==> src/rtl/cache_port_arbiter.sv <==
// Shares one cache port between instruction fetch (IF) and load/store (LS).
// Define CACHE_ARB_RR_EN for round-robin arbitration; fixed LS-over-IF otherwise.
module cache_port_arbiter #(
  parameter int CACHE_LAT = 2,
  parameter int ADDR_W    = 32,
  parameter int DATA_W    = 32
) (
  input  logic              clk,
  input  logic              rst,
  input  logic              if_req,
  input  logic [ADDR_W-1:0] if_addr,
  output logic              if_gnt,
  output logic              if_valid,
  output logic [DATA_W-1:0] if_rdata,
  input  logic              ls_req,
  input  logic              ls_op,
  input  logic [ADDR_W-1:0] ls_addr,
  input  logic [DATA_W-1:0] ls_wdata,
  output logic              ls_gnt,
  output logic              ls_valid,
  output logic [DATA_W-1:0] ls_rdata,
  output logic              c_en,
  output logic [ADDR_W-1:0] c_address,
  output logic [DATA_W-1:0] c_i_val,
  output logic              c_op_type,
  input  logic [DATA_W-1:0] c_o_val
);

  localparam int CNT_W = $clog2(CACHE_LAT) + 1;

  typedef enum logic {IDLE, ACCESS} state_t;
  typedef enum logic {OWN_IF, OWN_LS} own_t;

  typedef struct packed {
    logic [ADDR_W-1:0] addr;
    logic [DATA_W-1:0] wdata;
    logic              op;
  } req_t;

  state_t           state;
  own_t             owner;
  logic [CNT_W-1:0] cnt;
  own_t             win;
  req_t             win_req;

`ifdef CACHE_ARB_RR_EN
  own_t last_gnt;

  // On contention the side not granted last time wins.
  always_comb begin
    win = OWN_IF;
    if (ls_req && (!if_req || last_gnt == OWN_IF))
      win = OWN_LS;
  end
`else
  always_comb begin
    win = ls_req ? OWN_LS : OWN_IF;
  end
`endif

  // IF accesses are always reads with no write data.
  always_comb begin
    win_req.addr  = if_addr;
    win_req.wdata = '0;
    win_req.op    = 1'b0;
    if (win == OWN_LS) begin
      win_req.addr  = ls_addr;
      win_req.wdata = ls_wdata;
      win_req.op    = ls_op;
    end
  end

  always_ff @(posedge clk) begin
    if (!rst) begin
      state     <= IDLE;
      cnt       <= '0;
      owner     <= OWN_LS;
      if_gnt    <= 1'b0;
      if_valid  <= 1'b0;
      if_rdata  <= '0;
      ls_gnt    <= 1'b0;
      ls_valid  <= 1'b0;
      ls_rdata  <= '0;
      c_en      <= 1'b0;
      c_address <= '0;
      c_i_val   <= '0;
      c_op_type <= 1'b0;
`ifdef CACHE_ARB_RR_EN
      last_gnt  <= OWN_LS;
`endif
    end else begin
      if_gnt   <= 1'b0;
      ls_gnt   <= 1'b0;
      if_valid <= 1'b0;
      ls_valid <= 1'b0;
      case (state)
        IDLE: begin
          if (if_req || ls_req) begin
            c_address <= win_req.addr;
            c_i_val   <= win_req.wdata;
            c_op_type <= win_req.op;
            c_en      <= 1'b1;
            cnt       <= CNT_W'(CACHE_LAT - 1);
            owner     <= win;
            if_gnt    <= (win == OWN_IF);
            ls_gnt    <= (win == OWN_LS);
`ifdef CACHE_ARB_RR_EN
            last_gnt  <= win;
`endif
            state     <= ACCESS;
          end
        end
        ACCESS: begin
          if (cnt != '0) begin
            cnt <= cnt - CNT_W'(1);
          end else begin
            // c_address/c_i_val/c_op_type intentionally keep their last values.
            c_en  <= 1'b0;
            state <= IDLE;
            if (owner == OWN_IF) begin
              if_rdata <= c_o_val;
              if_valid <= 1'b1;
            end else begin
              if (!c_op_type)
                ls_rdata <= c_o_val;
              ls_valid <= 1'b1;
            end
          end
        end
        default: state <= IDLE;
      endcase
    end
  end

endmodule

==> config.mk <==
export PLATFORM = sky130hd
export DESIGN_NAME = cache_port_arbiter
export DESIGN_NICKNAME = d
export VERILOG_FILES = /design/src/rtl/cache_port_arbiter.sv
export SDC_FILE = /design/constraint.sdc
export NUM_CORES = 1
export LEC_CHECK = 0
export ABC_AREA = 1
export BUFFER_PORTS_ARGS = -buffer_cell sky130_fd_sc_hd__buf_2
export CAP_MARGIN = 20
export CORE_ASPECT_RATIO = 2
export CORE_MARGIN = 10
export CORE_UTILIZATION = 49
export DETAILED_ROUTE_END_ITERATION = 12
export GPL_TIMING_DRIVEN = 0
export HOLD_SLACK_MARGIN = 0.05
export PLACE_DENSITY = 0.81
export SYNTH_ARGS = -nofsm -noshare
export SYNTH_HDL_FRONTEND = slang
export SYNTH_SLANG_ARGS = --single-unit
==> constraint.sdc <==
create_clock -name clk -period 2.69 [get_ports clk]
set_input_delay 0.1345 -clock clk [delete_from_list [all_inputs] [get_ports clk]]
set_output_delay 0.1345 -clock clk [all_outputs]
set_load 0.01 [all_outputs]
==> results.txt <==
The tools report the depth of the CTS H-tree as 4. The highest routed metal layer is met4. Post-synthesis mux area share: 0%. The number of hold violations in the final report was 0; the sum of met3 wire segment lengths after detailed routing was 1300 um. The path class of the tightest hold or removal check is in -> reg.

The final weighted congestion in routability-driven placement came out at 0.815. The antenna diode count is 0, and the post-placement worst setup slack is 1230 ps. The number of cells on the worst reg-to-reg path was 6; the data required time of the critical path was 3030 ps.

The die is 166 um tall. The fraction of the mapped netlist area in adder cells is 0.478%, and the count of cells along the worst hold path is 5. For the overall routing resource usage, the log shows 25.1%. The count of cells in the finished layout, fillers not included, comes to 1218. For the post-CTS repair timing setup buffer count, the log shows 0. The first global-routing pass estimated 31100 um of wire.

The tools report the minimum hold slack as 61.3 ps. The run gives 6580 um as the length of routed wiring on met1. By area, the combinational part of the netlist is dominated by simple AND/OR/NAND/NOR gates. The post-synthesis register bit count works out to 138. The average instance in the mapped netlist occupies 7.39 um2. The total die area was 15500 um2.

The critical-path maximum fanout was 10. Across the VDD grid, the largest voltage drop is 0.493 mV. The number of global-route vias before repair came out at 6383.

In the final layout, the multi-input gates occupy 2160 um2. Traced cell by cell, the critical path runs through inv_1 > ha_1 > nand4_4 > clkbuf_1 > o21ai_0 > nor2_1. For this run, the detailed router's first-pass iteration total came to 6. The worst hold path begins at if_addr[14]. The share of the yosys chip area belonging to registers is 52.8%.

The tree is rooted in a sky130_fd_sc_hd__clkbuf_16. After synthesis the cells add up to 5230 um2. The xor/xnor share of the synthesized area came out at 0%. TritonCTS built the clock tree. The run gives 138 as the CTS sink count. Cells with a size suffix above 1 make up 31.3% of the layout. The path with the worst hold slack has its endpoint at c_address[14]. For the number of distinct library cells after synthesis, the log shows 22. In this run the tool buffered the top-level ports with 265 buffer cells. For the pin with the worst max-slew slack, the measured transition is 546 ps. Including well taps, the total number of placed cells is 1110. The clock passes through at most 2 buffers.

Counting every net in the synthesized netlist gives 843. In the post-route analysis, the smallest setup slack over all paths is 1130 ps. Source-to-sink clock delay at the later pin of the worst-skew pair: 420 ps. The area growth from synthesis to layout is 53.7%.

Violation count after the first detailed-routing iteration: 240. The logs give 19700 um for the total wirelength of the detailed-routed design and 10.1 ps for the worst-case clock skew. The max-slew headroom at the worst pin was 63.6%; the total congestion overflow after global routing was 0. The number of vias in the routed layout came out at 6017. For this design, the slowest cell found on the critical path is sky130_fd_sc_hd__clkbuf_1. The total power consumption of the routed design is 5360 uW. The power per standard cell area is 666 nW/um2, and the max-capacitance violation count is 0. The initial antenna violation count was 0; the HPWL reported at the end of detailed placement was 13900 um. At the end of the flow, the number of nets in the layout was 1203. The element type at the critical path end was a flip-flop. The worst register-to-register path begins at cnt[0].

For this configuration, the core starts out at a cell density of 49.9%. The category of cells accounting for the largest share of critical-path delay is buffers and inverters. After routing, the total negative slack on setup checks comes to 0 ps. The clock input transition at the sequential cells of the worst setup and hold paths came out at 60 ps.

The run gives 76 as the hold buffer count at cts. After floorplanning, the core was divided into 53 placement rows. Setup repair after global routing left no endpoint under its margin. The number of CTS-inserted buffers was 17; the clock period minus final worst setup slack was 1560 ps.

After detailed routing, the average wire length per cell comes to 16.1 um. In the final layout, flip-flops and latches occupy 2760 um2. The number of instances resized during post-cts repair is 0. The data arrival time of the critical path was 1900 ps.

The tools report the boundary pin count as 267. The Yosys step of the flow raised 0 warnings. Together, buffers and inverters on the worst path number 2.

In this run the critical register-to-register path is captured at ls_rdata[1]. The setup-violating endpoint count in the final report was 0; the cell leakage power was 0.00409 uW. The pin count of the biggest net entering global routing is 17, and the area share of and/or/nand/nor cells after synthesis is 27.9%. Class of the most critical setup path: reg -> reg. The routed design uses 10600 um of met2 wire. Setup slack on the worst reg-to-reg path comes out at 1130 ps. The filler cell count in the final layout is 768, and the DRC violation count after routing is 0. The core region is 10500 um2. After detailed routing, the number of vias per cell comes to 4.94.

The run gives 0 as the final max-slew violation count. The depth of the critical timing path with buffers and inverters included came out at 6. Based on the critical path, the design can be clocked at up to 641 MHz.

The run finished with clean final reports. The detail route stage leaves a number of antenna-violating nets equal to 0. The share of the synthesized area in compound gates (AO/OA/AOI/OAI) was 12.9%; the ratio of final minimum period to clock period was 58.0%. In this design, the stage delay of the slowest critical-path cell is 350 ps. The width of the die is 93.1 um.

Sort of element at the start of the critical path: a flip-flop. Cell count after synthesis: 708.
[state kept, by name (all words and copies together), names as in the netlist, 2 cells and up]
name and cells:
if_rdata 32, ls_rdata 32, c_i_val 32, cnt 2
c_address 32
[where the power goes]
group | leakage, uW | switching [uW] | internal (uW) | total, uW
logic | 0.00270 | 524 | 404 | 928
registers | 0.00113 | 71.6 | 2190 | 2260
clock network | 0.000268 | 945 | 1220 | 2160
total | 0.00409 | 1540 | 3820 | 5360
[through the flow]
| stage | instance area [um2] | util [%] |
|---|---|---|
| detailed placement | 6730 | 64.2 |
| floorplan | 5230 | - |
| finish | 8040 | 76.7 |
| CTS | 8040 | 76.7 |
| global placement | 6730 | 64.2 |
| global route | 8040 | 76.7 |
[layer usage]
metal	vias to the layer above	GRT usage, %
li1	2952	-
met1	2715	21.6
met2	270	46.6
met3	80	7.70
met4	0	16.9
met5	-	0
[layout make-up]
type,instances,share of cell area [%]
Clock buffer,18,5.46
Tap cell,137,2.13
Timing Repair Buffer,341,26.0
Buffer,47,3.27
Sequential cell,138,34.4
Multi-Input combinational cell,511,26.9
Clock inverter,14,1.40
Inverter,12,0.560
[cell usage after synthesis]
cell type,instances,area [um2]
sky130_fd_sc_hd__buf_4,2,15.0
sky130_fd_sc_hd__nor3_1,1,5.00
sky130_fd_sc_hd__nor2_4,3,33.8
sky130_fd_sc_hd__o211ai_1,1,7.51
sky130_fd_sc_hd__buf_2,20,100
sky130_fd_sc_hd__buf_6,7,78.8
sky130_fd_sc_hd__clkbuf_1,17,63.8
sky130_fd_sc_hd__nand2_2,1,6.26
sky130_fd_sc_hd__clkbuf_2,1,5.00
sky130_fd_sc_hd__nand2_1,231,867
sky130_fd_sc_hd__a21oi_1,67,335
sky130_fd_sc_hd__o21ai_2,1,8.76
sky130_fd_sc_hd__inv_1,8,30.0
sky130_fd_sc_hd__nand3_1,3,15.0
sky130_fd_sc_hd__nor2_1,134,503
sky130_fd_sc_hd__ha_1,2,25.0
sky130_fd_sc_hd__dfxtp_1,138,2760
sky130_fd_sc_hd__inv_2,4,15.0
sky130_fd_sc_hd__nand4_4,1,21.3
sky130_fd_sc_hd__o21ai_1,5,25.0
sky130_fd_sc_hd__o21ai_0,60,300
sky130_fd_sc_hd__or2_2,1,6.26
[how the worst max path moves through the flow]
stage	startpoint	to	slack (ps)
finish	cnt[0]	ls_rdata[1]	1130
global route	cnt[0]	ls_rdata[11]	1000
CTS	cnt[0]	ls_rdata[9]	1190
floorplan	cnt[0]	if_rdata[0]	1470
detailed placement	cnt[0]	ls_rdata[11]	1230
global placement	cnt[0]	ls_rdata[14]	1290
[kinds of logic (layout without fill, tap and decap cells)]
family          count (synthesis)  in the layout
simple gates                  375            375
flops                         138            138
compound gates                134            134
buf+inv                        59            432
fa+ha+maj                       2              2
[layout by cell type (no fill, tap or decap), types with 7 or more instances in the layout]
master and instances:
sky130_fd_sc_hd__buf_2 285, sky130_fd_sc_hd__nand2_1 231, sky130_fd_sc_hd__dfxtp_1 138, sky130_fd_sc_hd__nor2_1 134, sky130_fd_sc_hd__dlygate4sd3_1 76, sky130_fd_sc_hd__a21oi_1 67
sky130_fd_sc_hd__o21ai_0 60, sky130_fd_sc_hd__clkbuf_1 17, sky130_fd_sc_hd__clkbuf_16 17, sky130_fd_sc_hd__inv_1 8, sky130_fd_sc_hd__buf_6 7
[tightest hold or removal path, stage by stage]
cell and delay [ps]:
sky130_fd_sc_hd__buf_2 90, sky130_fd_sc_hd__nand2_1 50, sky130_fd_sc_hd__nand2_1 40, sky130_fd_sc_hd__nand2_1 50, sky130_fd_sc_hd__a21oi_1 50
Note: power is estimated with default switching activity, not from simulation.
